## config.mk

```make
export PLATFORM = sky130hd
export DESIGN_NAME = mema_ctrl_flat
export DESIGN_NICKNAME = d
export VERILOG_FILES = /design/src/rtl/mema_ctrl_if.sv /design/src/rtl/mema_ctrl.sv /design/src/flat_wrapper.sv
export SDC_FILE = /design/constraint.sdc
export NUM_CORES = 1
export LEC_CHECK = 0
export BUFFER_PORTS_ARGS = -buffer_cell sky130_fd_sc_hd__buf_2
export CAP_MARGIN = 10
export CORE_ASPECT_RATIO = 0.7
export CORE_MARGIN = 4
export CORE_UTILIZATION = 30
export CTS_BUF_LIST = sky130_fd_sc_hd__clkbuf_16
export DETAILED_ROUTE_END_ITERATION = 10
export GPL_ROUTABILITY_DRIVEN = 1
export GPL_TIMING_DRIVEN = 0
export PLACE_DENSITY_LB_ADDON = 0.08
export SETUP_SLACK_MARGIN = 0.05
export SLEW_MARGIN = 10
export SYNTH_ARGS = -nofsm -noshare
export SYNTH_HDL_FRONTEND = slang
export SYNTH_SLANG_ARGS = --single-unit
```

## constraint.sdc

```tcl
create_clock -name clock -period 1.8 [get_ports clock]
set_clock_uncertainty 0.1 [all_clocks]
set_input_delay 0 -clock clock [delete_from_list [all_inputs] [get_ports clock]]
set_output_delay 0 -clock clock [all_outputs]
set_load 0.02 [all_outputs]
```

## src/rtl/mema_ctrl_if.sv

```systemverilog
// Requester, clear and memory-pin bundle for the memoryA controller.
// slave is the controller side; master is the requester/memory side.
interface mema_ctrl_if #(
  parameter int unsigned DATA_W = 8,
  parameter int unsigned ADDR_W = 3
);
  logic              req0;
  logic              req1;
  logic              we0;
  logic              we1;
  logic [ADDR_W-1:0] addr0;
  logic [ADDR_W-1:0] addr1;
  logic [DATA_W-1:0] wdata0;
  logic [DATA_W-1:0] wdata1;
  logic              gnt0;
  logic              gnt1;
  logic              rvalid0;
  logic              rvalid1;
  logic [DATA_W-1:0] rdata;
  logic              clr_start;
  logic              clr_busy;
  logic              clr_done;
  logic [ADDR_W-1:0] mem_addr;
  logic              mem_we;
  logic [DATA_W-1:0] mem_din;
  logic [DATA_W-1:0] mem_dout;

  modport slave (
    input  req0, req1, we0, we1, addr0, addr1, wdata0, wdata1, clr_start, mem_dout,
    output gnt0, gnt1, rvalid0, rvalid1, rdata, clr_busy, clr_done, mem_addr, mem_we, mem_din
  );

  modport master (
    output req0, req1, we0, we1, addr0, addr1, wdata0, wdata1, clr_start, mem_dout,
    input  gnt0, gnt1, rvalid0, rvalid1, rdata, clr_busy, clr_done, mem_addr, mem_we, mem_din
  );
endinterface

```

## src/rtl/mema_ctrl.sv

```systemverilog
// Two-port round-robin controller for the 8x8 single-port memoryA, with a
// sequenced clear that zeroes every location through ordinary writes.
module mema_ctrl #(
  parameter int unsigned DATA_W = 8,
  parameter int unsigned ADDR_W = 3,
  parameter int unsigned DEPTH  = 8
) (
  input logic       clock,
  input logic       reset,
  mema_ctrl_if.slave bus
);

  localparam logic [ADDR_W-1:0] LAST_ADDR = ADDR_W'(DEPTH - 1);

  typedef enum logic [1:0] {
    IDLE   = 2'd0,
    ISSUE  = 2'd1,
    RDWAIT = 2'd2,
    CLEAR  = 2'd3
  } state_t;

  state_t state;
  logic   lastGnt;  // 1 = requester 1 was granted last; also the owner of the access in flight
  logic   winner1;

  // Requester 1 wins when alone, or on a tie when requester 0 was served last.
  always_comb begin
    winner1 = bus.req1 & (~bus.req0 | ~lastGnt);
  end

  always_ff @(posedge clock or negedge reset) begin
    if (!reset) begin
      state        <= IDLE;
      lastGnt      <= 1'b1;
      bus.gnt0     <= 1'b0;
      bus.gnt1     <= 1'b0;
      bus.rvalid0  <= 1'b0;
      bus.rvalid1  <= 1'b0;
      bus.rdata    <= DATA_W'(0);
      bus.clr_busy <= 1'b0;
      bus.clr_done <= 1'b0;
      bus.mem_addr <= ADDR_W'(0);
      bus.mem_we   <= 1'b0;
      bus.mem_din  <= DATA_W'(0);
    end else begin
      bus.rvalid0  <= 1'b0;
      bus.rvalid1  <= 1'b0;
      bus.clr_done <= 1'b0;

      unique case (state)
        IDLE: begin
          if (bus.clr_start) begin
            state        <= CLEAR;
            bus.clr_busy <= 1'b1;
            bus.mem_we   <= 1'b1;
            bus.mem_din  <= DATA_W'(0);
            bus.mem_addr <= ADDR_W'(0);
          end else if (bus.req0 | bus.req1) begin
            state        <= ISSUE;
            lastGnt      <= winner1;
            bus.gnt0     <= ~winner1;
            bus.gnt1     <= winner1;
            bus.mem_we   <= winner1 ? bus.we1    : bus.we0;
            bus.mem_addr <= winner1 ? bus.addr1  : bus.addr0;
            bus.mem_din  <= winner1 ? bus.wdata1 : bus.wdata0;
          end
        end

        // mem_we still carries the kind of the command being issued.
        ISSUE: begin
          bus.gnt0    <= 1'b0;
          bus.gnt1    <= 1'b0;
          bus.mem_we  <= 1'b0;
          bus.mem_din <= DATA_W'(0);
          state       <= bus.mem_we ? IDLE : RDWAIT;
        end

        RDWAIT: begin
          bus.rdata   <= bus.mem_dout;
          bus.rvalid0 <= ~lastGnt;
          bus.rvalid1 <= lastGnt;
          state       <= IDLE;
        end

        CLEAR: begin
          if (bus.mem_addr == LAST_ADDR) begin
            bus.mem_we   <= 1'b0;
            bus.mem_addr <= ADDR_W'(0);
            bus.clr_busy <= 1'b0;
            bus.clr_done <= 1'b1;
            state        <= IDLE;
          end else begin
            bus.mem_addr <= bus.mem_addr + ADDR_W'(1);
          end
        end

        default: state <= IDLE;
      endcase
    end
  end

endmodule
```

## src/flat_wrapper.sv

```systemverilog
// flat-port wrapper written by rule: the top's interface ports become plain ports
module mema_ctrl_flat 
#(
  parameter int unsigned DATA_W = 8,
  parameter int unsigned ADDR_W = 3,
  parameter int unsigned DEPTH  = 8
)
  (clock, reset, bus_req0, bus_req1, bus_we0, bus_we1, bus_addr0, bus_addr1, bus_wdata0, bus_wdata1, bus_clr_start, bus_mem_dout, bus_gnt0, bus_gnt1, bus_rvalid0, bus_rvalid1, bus_rdata, bus_clr_busy, bus_clr_done, bus_mem_addr, bus_mem_we, bus_mem_din);
  mema_ctrl_if #(.DATA_W(DATA_W), .ADDR_W(ADDR_W)) bus_i ();
  input logic clock;
  input logic reset;
  input wire logic [$bits(bus_i.req0)-1:0] bus_req0;
  input wire logic [$bits(bus_i.req1)-1:0] bus_req1;
  input wire logic [$bits(bus_i.we0)-1:0] bus_we0;
  input wire logic [$bits(bus_i.we1)-1:0] bus_we1;
  input wire logic [$bits(bus_i.addr0)-1:0] bus_addr0;
  input wire logic [$bits(bus_i.addr1)-1:0] bus_addr1;
  input wire logic [$bits(bus_i.wdata0)-1:0] bus_wdata0;
  input wire logic [$bits(bus_i.wdata1)-1:0] bus_wdata1;
  input wire logic [$bits(bus_i.clr_start)-1:0] bus_clr_start;
  input wire logic [$bits(bus_i.mem_dout)-1:0] bus_mem_dout;
  output wire logic [$bits(bus_i.gnt0)-1:0] bus_gnt0;
  output wire logic [$bits(bus_i.gnt1)-1:0] bus_gnt1;
  output wire logic [$bits(bus_i.rvalid0)-1:0] bus_rvalid0;
  output wire logic [$bits(bus_i.rvalid1)-1:0] bus_rvalid1;
  output wire logic [$bits(bus_i.rdata)-1:0] bus_rdata;
  output wire logic [$bits(bus_i.clr_busy)-1:0] bus_clr_busy;
  output wire logic [$bits(bus_i.clr_done)-1:0] bus_clr_done;
  output wire logic [$bits(bus_i.mem_addr)-1:0] bus_mem_addr;
  output wire logic [$bits(bus_i.mem_we)-1:0] bus_mem_we;
  output wire logic [$bits(bus_i.mem_din)-1:0] bus_mem_din;
  assign bus_i.req0 = bus_req0;
  assign bus_i.req1 = bus_req1;
  assign bus_i.we0 = bus_we0;
  assign bus_i.we1 = bus_we1;
  assign bus_i.addr0 = bus_addr0;
  assign bus_i.addr1 = bus_addr1;
  assign bus_i.wdata0 = bus_wdata0;
  assign bus_i.wdata1 = bus_wdata1;
  assign bus_i.clr_start = bus_clr_start;
  assign bus_i.mem_dout = bus_mem_dout;
  assign bus_gnt0 = bus_i.gnt0;
  assign bus_gnt1 = bus_i.gnt1;
  assign bus_rvalid0 = bus_i.rvalid0;
  assign bus_rvalid1 = bus_i.rvalid1;
  assign bus_rdata = bus_i.rdata;
  assign bus_clr_busy = bus_i.clr_busy;
  assign bus_clr_done = bus_i.clr_done;
  assign bus_mem_addr = bus_i.mem_addr;
  assign bus_mem_we = bus_i.mem_we;
  assign bus_mem_din = bus_i.mem_din;
  mema_ctrl #(.DATA_W(DATA_W), .ADDR_W(ADDR_W), .DEPTH(DEPTH)) u_core (.clock(clock), .reset(reset), .bus(bus_i));
endmodule
```

==> results of run 1 <==
## cells by family after synthesis
kind of cell    Yosys count  synth area share (%)
flops                    29                  50.5
simple gates             24                  8.43
buf+inv                   9                  2.78
mux                      20                  14.7
compound gates           30                  16.7
fa+ha+maj                 8                  6.95
## cell type report
cell class | instances | area (um2)
clock buffers | 5 | 125
plain buffers | 3 | 20.0
multi-input cells | 82 | 743
repair buffers | 95 | 632
flip-flops and latches | 29 | 728
inverters | 4 | 17.5
fillers | 393 | 2130
well taps | 55 | 68.8
clock inverters | 3 | 11.3
## synth_stat cells (2+ instances only)
library cell	number	area, um2
nand2b_1	2	12.5
buf_2	2	10.0
a31oi_1	2	12.5
mux2i_1	11	110
o311ai_0	2	17.5
o31ai_1	2	15.0
inv_1	4	15.0
nor2_1	8	30.0
nand2_1	4	15.0
clkbuf_1	2	7.51
o2bb2ai_1	8	70.1
o21a_1	2	15.0
o21ai_0	3	15.0
ha_1	8	100
mux2_2	9	101
dfrtp_1	28	701
and2_1	2	12.5
nor2b_1	3	18.8
a21oi_1	5	25.0
## final timing paths
| kind | end | from |
|---|---|---|
| max in group asynchronous | u_core.state[1] | reset |
| max | u_core.bus.mem_addr[0] | u_core.bus.mem_addr[0] |
| max reg2reg | u_core.bus.mem_addr[0] | u_core.bus.mem_addr[0] |
| min in group asynchronous | u_core.bus.mem_addr[2] | reset |
| min reg2reg | u_core.bus.mem_din[3] | u_core.bus.mem_din[3] |
| min | u_core.bus.mem_addr[1] | bus_addr0[1] |
## what timing repair did
item / CTS / global route
setup endpoints to repair: 8 / 23
endpoints found under the hold margin: 45 / 0
pin swaps: 1 / 3
buffers inserted: 2 / 5
gates resized for setup: 9 / 13
gates cloned: 0 / 0
hold buffers: 27 / 0
## worst min-delay path, stage by stage
cell     delay, ns
buf_2         0.09
mux2i_1       0.10
or3_1         0.11
a31oi_1       0.06
## metrics by stage
step | area [um2] | utilization (%) | cells | power [W]
floorplan | 1440 | - | 120 | 0.00237
global placement | 1810 | 40.5 | 236 | 0.00288
detailed placement | 1810 | 40.5 | 236 | 0.00293
CTS | 2280 | 50.9 | 273 | 0.00391
global route | 2350 | 52.4 | 276 | 0.00438
finish | 2350 | 52.4 | 276 | 0.00408
## report_power, final
group	total (W)	internal (W)	switching, W
registers	0.00117	0.000977	0.000198
logic	0.00215	0.00100	0.00115
clock network	0.000753	0.000494	0.000259
total	0.00408	0.00247	0.00161
## routing by layer
metal  global-route usage (%)  part of all wire (%)
met2                     21.7                    45
met5                        0                     0
met1                     17.7                    47
met3                     4.55                   6.1
met4                     4.89                   1.4
## flip-flops by register name, summed over array words and instances, names as in the netlist
signal,flops
u_core.bus.mem_din,8
u_core.state,2
u_core.bus.rvalid1,1
u_core.bus.rvalid0,1
u_core.bus.clr_done,1
u_core.bus.rdata,8
u_core.bus.mem_addr,3
u_core.bus.mem_we,1
u_core.bus.gnt0,1
u_core.bus.clr_busy,1
u_core.lastGnt,1
u_core.bus.gnt1,1
==> impl_summary.txt, run 1 <==
----------------------------------------------------
[Cells and area]
  Most common cell after layout, fill and taps aside ... buf_2
  Total inserted antenna cells ... 0
  Commonest non-fill, non-tap cells in the layout ... 62 x buf_2, 27 x dlygate4sd3_1, 27 x dfrtp_1
  Fraction of final layout cells with drive strength greater than 1 ... 45.2%
  Area growth from synthesis to final layout ... 62.9%
  NumNets Final ... 265

[Clocking]
  Register clock-pin slew on the reported worst setup and hold paths ... 0.05 ns
  TritonCTS clock tree ... built
  CTS Buf Count ... 5
  Root buf cell ... clkbuf_16
  Latest clock arrival within the worst-skew pair ... 0.27 ns
  Number of H-tree levels ... 2
  Maximum clock path buffer count ... 2
  CTS Sinks ... 29

[Timing]
  Worst-case hold slack ... 0.0339 ns
  Setup repair after global routing missed its margin ... no
  Worst setup margin ... 0.117 ns
  Number of hold violations in the final report ... 0
  Post-Route Setup TNS ... 0 ns
  Max-slew headroom ... 56.2%
  Tmin final ... 1.68 ns
  Fmax ... 0.594 GHz
  Setup violators final ... 0
  Part of the cycle the worst path needs ... 93.5%
  Transition time at the pin with the least slew margin ... 0.657 ns
  Total count of max-transition violations in the final report ... 0

[Die]
  Die span in y ... 66.0 um
  Placement Rows ... 20
  Core region area ... 4480 um2
  Initial core utilization ... 32.2%
  DIE AREA ... 5990 um2
  Number of ports placed on the die boundary ... 63
  DIE WIDTH ... 90.8 um

[Setup path]
  Kind of capture point of the worst setup path ... register
  Flop-to-flop setup slack ... 0.12 ns
  Type of the setup path with the least slack ... reg2reg
  Worst path cell trace ... ha_1, ha_1, nand2b_1, or2_2, o311ai_1, o21a_1
  Critical Path Slowest Stage Cell ... dfrtp_1
  Worst setup SP type ... register
  Reg2reg path depth ... 6
  Critical Path RT ... 1.90 ns
  CP peak stage delay ... 0.41 ns
  Buf+Inv Stages, Crit Path ... 0
  Crit path DAT ... 1.79 ns
  Cell family with the largest share of critical-path delay ... adder cells
  Library cell appearing most often on the critical path ... ha_1
  Count of cell instances traversed by the critical path ... 6
  Max Fanout on Critical Path ... 4

[Drt]
  Vias after detailed routing ... 1296
  DRC ... 0
  Drt total wl ... 3.92 mm
  Via density ... 4.70
  Drt first-iter violations ... 53
  Final antenna-violating net count ... 0
  Detailed-router iteration count before antenna repair ... 4
  Average wire per cell in the routed design ... 14.2 um

[Placed design]
  Final Wtd Congestion ... 0.685
  Minimum setup slack after placement ... -0.0719 ns
  Count of input and output buffers ... 61
  Half-perimeter wire length after detailed placement ... 2.61 mm

[Power]
  Worst IR Drop VDD ... 0.824 mV
  PD cells ... 1740 nW/um2
  Pleak ... 1.13 nW

[Yosys]
  Synth Flop Type ... dfrtp_1
  Synth unique cells ... 32
  Mean post-synth cell area ... 12.0 um2
  Sequential-to-total area share from yosys stat ... 50.5%
  Fraction of registers with async set/reset ... 100%
  Flip-flop and latch count after synthesis ... 29
  Number of synthesized flops with an enable pin ... 0
  Post-Synthesis Net Count ... 165
  Gate Count Post-Synth ... 120
  Synthesis Warnings ... 0
  Post-synthesis instance area ... 1440 um2

[Flow run]
  Count of maximum capacitance violations ... 0

[Global routing]
  Pin count of the biggest net entering global routing ... 30
  Antenna violations before repair ... 0
  Via count of the first global-routing pass ... 1380
  Total GRT Usage ... 13.7%
  Wire length of the first global-routing pass ... 6.50 mm
  Overflow left after global routing ... 0

[Min path]
  Class of the worst hold path ... in2reg
  Number of stages on the worst hold path ... 4

[Outcome]
  Outcome ... complete, no violations

----------------------------------------------------
Power figures use the tool's default switching activity.
==> run 2: changes to the inputs <==
--- a/constraint.sdc
+++ b/constraint.sdc
@@ -3,3 +3,3 @@
 set_input_delay 0 -clock clock [delete_from_list [all_inputs] [get_ports clock]]
 set_output_delay 0 -clock clock [all_outputs]
-set_load 0.02 [all_outputs]
+set_load 0.1 [all_outputs]
==> impl_summary.txt, run 2 (synthesis gave the netlist of run 1 again) <==
----------------------------------------------------
[Setup path]
  Crit path DAT ... 1.82 ns
  Worst setup SP type ... register
  Type of the setup path with the least slack ... reg2reg
  Reg-to-Reg Start ... u_core.state[0]
  Start point of the critical path ... u_core.state[0]
  Kind of capture point of the worst setup path ... register
  Max Fanout on Critical Path ... 7
  Critical Path RT ... 1.85 ns

[Cells and area]
  Most common cell after layout, fill and taps aside ... buf_2
  Area growth from synthesis to final layout ... 63.1%
  Fraction of final layout cells with drive strength greater than 1 ... 47.7%
  Total inserted antenna cells ... 0
  Commonest non-fill, non-tap cells in the layout ... 62 x buf_2, 27 x dlygate4sd3_1, 25 x dfrtp_1
  Largest regs ... u_core.bus.mem_din (8), u_core.bus.rdata (8), u_core.bus.mem_addr (3)
  NumNets Final ... 262
  Final core utilization ... 52.4%

[Timing]
  Part of the cycle the worst path needs ... 98.4%
  Setup violators final ... 0
  Transition time at the pin with the least slew margin ... 0.666 ns
  Fmax ... 0.565 GHz
  Total count of max-transition violations in the final report ... 0
  Number of hold violations in the final report ... 0
  Max-slew headroom ... 55.6%
  Setup repair after global routing missed its margin ... yes
  Tmin final ... 1.77 ns

[Min path]
  Min-delay src ... bus_addr0[1]
  Class of the worst hold path ... in2reg

[Clocking]
  CTS Buf Count ... 5
  Number of H-tree levels ... 2
  TritonCTS clock tree ... built
  Latest clock arrival within the worst-skew pair ... 0.27 ns
  CTS Sinks ... 29
  Register clock-pin slew on the reported worst setup and hold paths ... 0.05 ns
  Maximum clock path buffer count ... 2
  Root buf cell ... clkbuf_16

[Outcome]
  Outcome ... complete, no violations

[Die]
  DIE WIDTH ... 90.8 um
  Die span in y ... 66.0 um
  Placement Rows ... 20
  DIE AREA ... 5990 um2
  Number of ports placed on the die boundary ... 63
  Initial core utilization ... 32.2%
  Core region area ... 4480 um2

[Drt]
  Detailed-router iteration count before antenna repair ... 4
  Via density ... 4.74
  Vias after detailed routing ... 1295
  Drt total wl ... 4.14 mm
  DRC ... 0
  Final antenna-violating net count ... 0
  Drt first-iter violations ... 26
  Average wire per cell in the routed design ... 15.2 um

[Global routing]
  Wire length of the first global-routing pass ... 6.65 mm
  Antenna violations before repair ... 0
  Pin count of the biggest net entering global routing ... 30
  Via count of the first global-routing pass ... 1470
  Total GRT Usage ... 14.3%
  Overflow left after global routing ... 0

[Flow run]
  Count of maximum capacitance violations ... 0

[Placed design]
  Count of input and output buffers ... 61
  Final Wtd Congestion ... 0.732
  Half-perimeter wire length after detailed placement ... 2.73 mm

----------------------------------------------------
==> run 2: cell types whose count changed in the layout (fill, tap and decap cells not counted), moves of 2 or more <==
cell	before	now
ha_1	5	2
dfrtp_4	0	2
dfrtp_1	27	25
ha_2	0	3
inv_1	4	2
buf_4	8	5
==> run 2: final timing paths <==
kind | endpoint | cells past startpoint | slack, ns
worst max-delay path | u_core.bus.mem_addr[0] | 7 | 0.03
worst min-delay path | u_core.bus.mem_addr[1] | 4 | 0.04
worst max register to register | u_core.bus.mem_addr[0] | 7 | 0.03
worst min register to register | u_core.bus.mem_din[3] | 1 | 0.38
max in group asynchronous | u_core.bus.mem_addr[0] | 2 | 0.90
min in group asynchronous | u_core.bus.mem_addr[1] | 2 | 0.20
==> run 2: metrics by stage <==
stage          setup TNS (ns)  hold WS, ns  setup WS, ns  std cells  cell area (um2)
2_1_floorplan               0       -0.396        0.0857        120             1470
3_5_place_dp          -0.0928      -0.0226       -0.0512        236             1840
4_1_cts                     0       0.0312       0.00744        271             2270
3_3_place_gp         -0.00699      -0.0286      -0.00699        236             1840
5_1_grt               -0.0255       0.0766       -0.0142        273             2350
6_report                    0       0.0415        0.0287        273             2350
==> run 2: metal layers <==
layer	GRT usage [%]	up-vias	routed length [um]
li1	-	633	-
met1	15.9	620	1810
met2	26.5	40	2090
met3	5.23	2	232
met4	2.82	0	4
met5	0	-	0
==> run 2: worst max-delay path: stages (launching register included) <==
cell and delay (ns):
dfrtp_1 0.43, inv_2 0.09, ha_2 0.22, nor2b_1 0.13
buf_4 0.17, a21oi_4 0.25, o311ai_1 0.14, o21a_1 0.14
==> run 2: cell type report <==
type	count	area [um2]
fill	393	2130
multi-input combinational	82	753
sequential	29	736
timing repair buffer	92	618
clock buffer	5	125
tap	55	68.8
buffer	3	20.0
inverter	4	15.0
clock inverter	3	12.5
==> run 2: timing repair <==
item | CTS | global route
gates resized for setup | 4 | 14
gates cloned | 0 | 0
setup endpoints to repair | 11 | 23
pin swaps | 0 | 3
setup buffers | 0 | 4
hold buffers | 27 | 0
endpoints found under the hold margin | 45 | 0
Power of run 2 is not shown: default switching activity piles up to over one toggle a cycle in this logic, so the estimate is an artifact.
==> run 3: changes to the inputs <==
- BUFFER_PORTS_ARGS: -buffer_cell sky130_fd_sc_hd__buf_2 -> -buffer_cell sky130_fd_sc_hd__buf_4
- CORE_MARGIN: 4 -> unset
- CTS_BUF_LIST: sky130_fd_sc_hd__clkbuf_16 -> unset
==> impl_summary.txt, run 3 (synthesis gave the netlist of run 1 again) <==
----------------------------------------------------
[Outcome]
  Outcome ... finished with violations
  Failing checks ... DRC

[Placed design]
  Half-perimeter wire length after detailed placement ... 2.60 mm
  Final Wtd Congestion ... 0.756
  Minimum setup slack after placement ... -0.0736 ns
  Count of input and output buffers ... 61

[Min path]
  Hold path endpoint ... u_core.bus.mem_addr[1]
  Min-delay src ... bus_addr0[1]
  Number of stages on the worst hold path ... 4
  Class of the worst hold path ... in2reg

[Global routing]
  Met2 layer usage reported by global route ... 29.7%
  Wire length of the first global-routing pass ... 6.22 mm
  Via count of the first global-routing pass ... 1337
  Overflow left after global routing ... 0
  Pin count of the biggest net entering global routing ... 30
  Total GRT Usage ... 16.6%
  GR Util met1 ... 19.4%
  Met3 track demand over resource in global routing ... 5.52%
  Antenna violations before repair ... 0
  Layer with the highest usage ... met2

[Cells and area]
  Filler instances ... 407
  Area growth from synthesis to final layout ... 69.7%
  NumNets Final ... 263
  Most common cell after layout, fill and taps aside ... buf_4
  Fraction of final layout cells with drive strength greater than 1 ... 47.0%
  Largest regs ... u_core.bus.mem_din (8), u_core.bus.rdata (8), u_core.bus.mem_addr (3)
  Commonest non-fill, non-tap cells in the layout ... 68 x buf_4, 27 x dlygate4sd3_1, 25 x dfrtp_1
  Total inserted antenna cells ... 0
  Area of combinational cells with multiple inputs ... 748 um2
  Sequential cell area ... 736 um2

[Timing]
  Max-slew headroom ... 54.2%
  Total count of max-transition violations in the final report ... 0
  Worst setup margin ... 0.111 ns
  Number of hold violations in the final report ... 0
  Setup repair after global routing missed its margin ... yes
  Part of the cycle the worst path needs ... 93.8%
  Setup violators final ... 0
  Transition time at the pin with the least slew margin ... 0.685 ns
  Worst-case hold slack ... 0.0409 ns
  Tmin final ... 1.69 ns
  Fmax ... 0.592 GHz

[Clocking]
  Root buf cell ... clkbuf_8
  Number of H-tree levels ... 2
  Register clock-pin slew on the reported worst setup and hold paths ... 0.06 ns
  Maximum clock path buffer count ... 2
  CTS Sinks ... 29
  Latest clock arrival within the worst-skew pair ... 0.28 ns
  TritonCTS clock tree ... built
  CTS Buf Count ... 5

[Drt]
  DRC ... 6
  Via density ... 4.70
  Average wire per cell in the routed design ... 14.8 um
  Detailed-router iteration count before antenna repair ... 7
  Drt first-iter violations ... 57
  Drt total wl ... 4.04 mm
  Vias after detailed routing ... 1288
  Final antenna-violating net count ... 0

[Die]
  Die span in y ... 60.0 um
  Initial core utilization ... 32.2%
  Core region area ... 4480 um2
  DIE WIDTH ... 84.8 um
  Number of ports placed on the die boundary ... 63
  DIE AREA ... 5090 um2
  Placement Rows ... 20

[Setup path]
  Critical Path Slowest Stage Cell ... dfrtp_1
  Worst path cell trace ... inv_2, ha_2, nor2b_1, buf_4, buf_4, a21oi_2, nor2_1, a21oi_1
  Buf+Inv Stages, Crit Path ... 3
  Type of the setup path with the least slack ... reg2reg
  Count of cell instances traversed by the critical path ... 8
  Crit path DAT ... 1.75 ns
  Library cell appearing most often on the critical path ... buf_4
  Flop-to-flop setup slack ... 0.11 ns
  Cell family with the largest share of critical-path delay ... buffers and inverters
  Max Fanout on Critical Path ... 4
  Critical Path RT ... 1.86 ns
  FF-to-FF End ... u_core.state[1]
  Kind of capture point of the worst setup path ... register
  Reg2reg path depth ... 8
  Worst setup SP type ... register
  CP peak stage delay ... 0.40 ns
  Reg-to-Reg Start ... u_core.state[1]

[Flow run]
  Count of maximum capacitance violations ... 0

----------------------------------------------------
## run 3: what timing repair did
item	CTS	global route
pin swaps	1	1
hold endpoints to repair	46	0
setup buffers	3	2
hold buffers	27	0
resized for setup	6	10
endpoints found under the setup margin	11	22
## run 3: per-stage QoR
stage	util, %	instances	setup TNS, ns	cell area, um2
6_report	54.6	274	0	2440
5_1_grt	54.6	274	-0.000891	2440
3_5_place_dp	44.5	236	-0.107	1990
4_1_cts	53.5	274	0	2400
3_3_place_gp	44.5	236	-0.00348	1990
2_1_floorplan	-	120	0	1470
## run 3: worst max path at each step
stage	from	endpoint
floorplan	u_core.bus.mem_addr[1]	u_core.bus.mem_addr[0]
global placement	u_core.state[0]	u_core.bus.mem_addr[2]
detailed placement	u_core.state[0]	u_core.bus.mem_addr[2]
CTS	u_core.state[1]	u_core.state[1]
global route	u_core.state[1]	u_core.state[1]
finish	u_core.state[1]	u_core.state[1]
## run 3: area by class of cell
cell class	count	area share (%)
Timing Repair Buffer	93	31.3
Multi-Input combinational cell	82	30.6
Sequential cell	29	30.1
Clock buffer	8	3.69
Tap cell	55	2.82
Buffer	3	0.819
Inverter	4	0.614
## run 3: layer usage
| layer | up-vias | part of all wire, % |
|---|---|---|
| met3 | 2 | 6.3 |
| met4 | 0 | 0.84 |
| met5 | - | 0 |
| met2 | 42 | 51 |
| met1 | 614 | 42 |
| li1 | 630 | - |
## run 3: worst register-to-register path: stages, from the launching register on
cell and delay, ns:
dfrtp_1 0.40, inv_2 0.12, ha_2 0.24, nor2b_1 0.17, buf_4 0.17, buf_4 0.13
a21oi_2 0.06, nor2_1 0.13, a21oi_1 0.05
Power of run 3 is left out for the same reason.
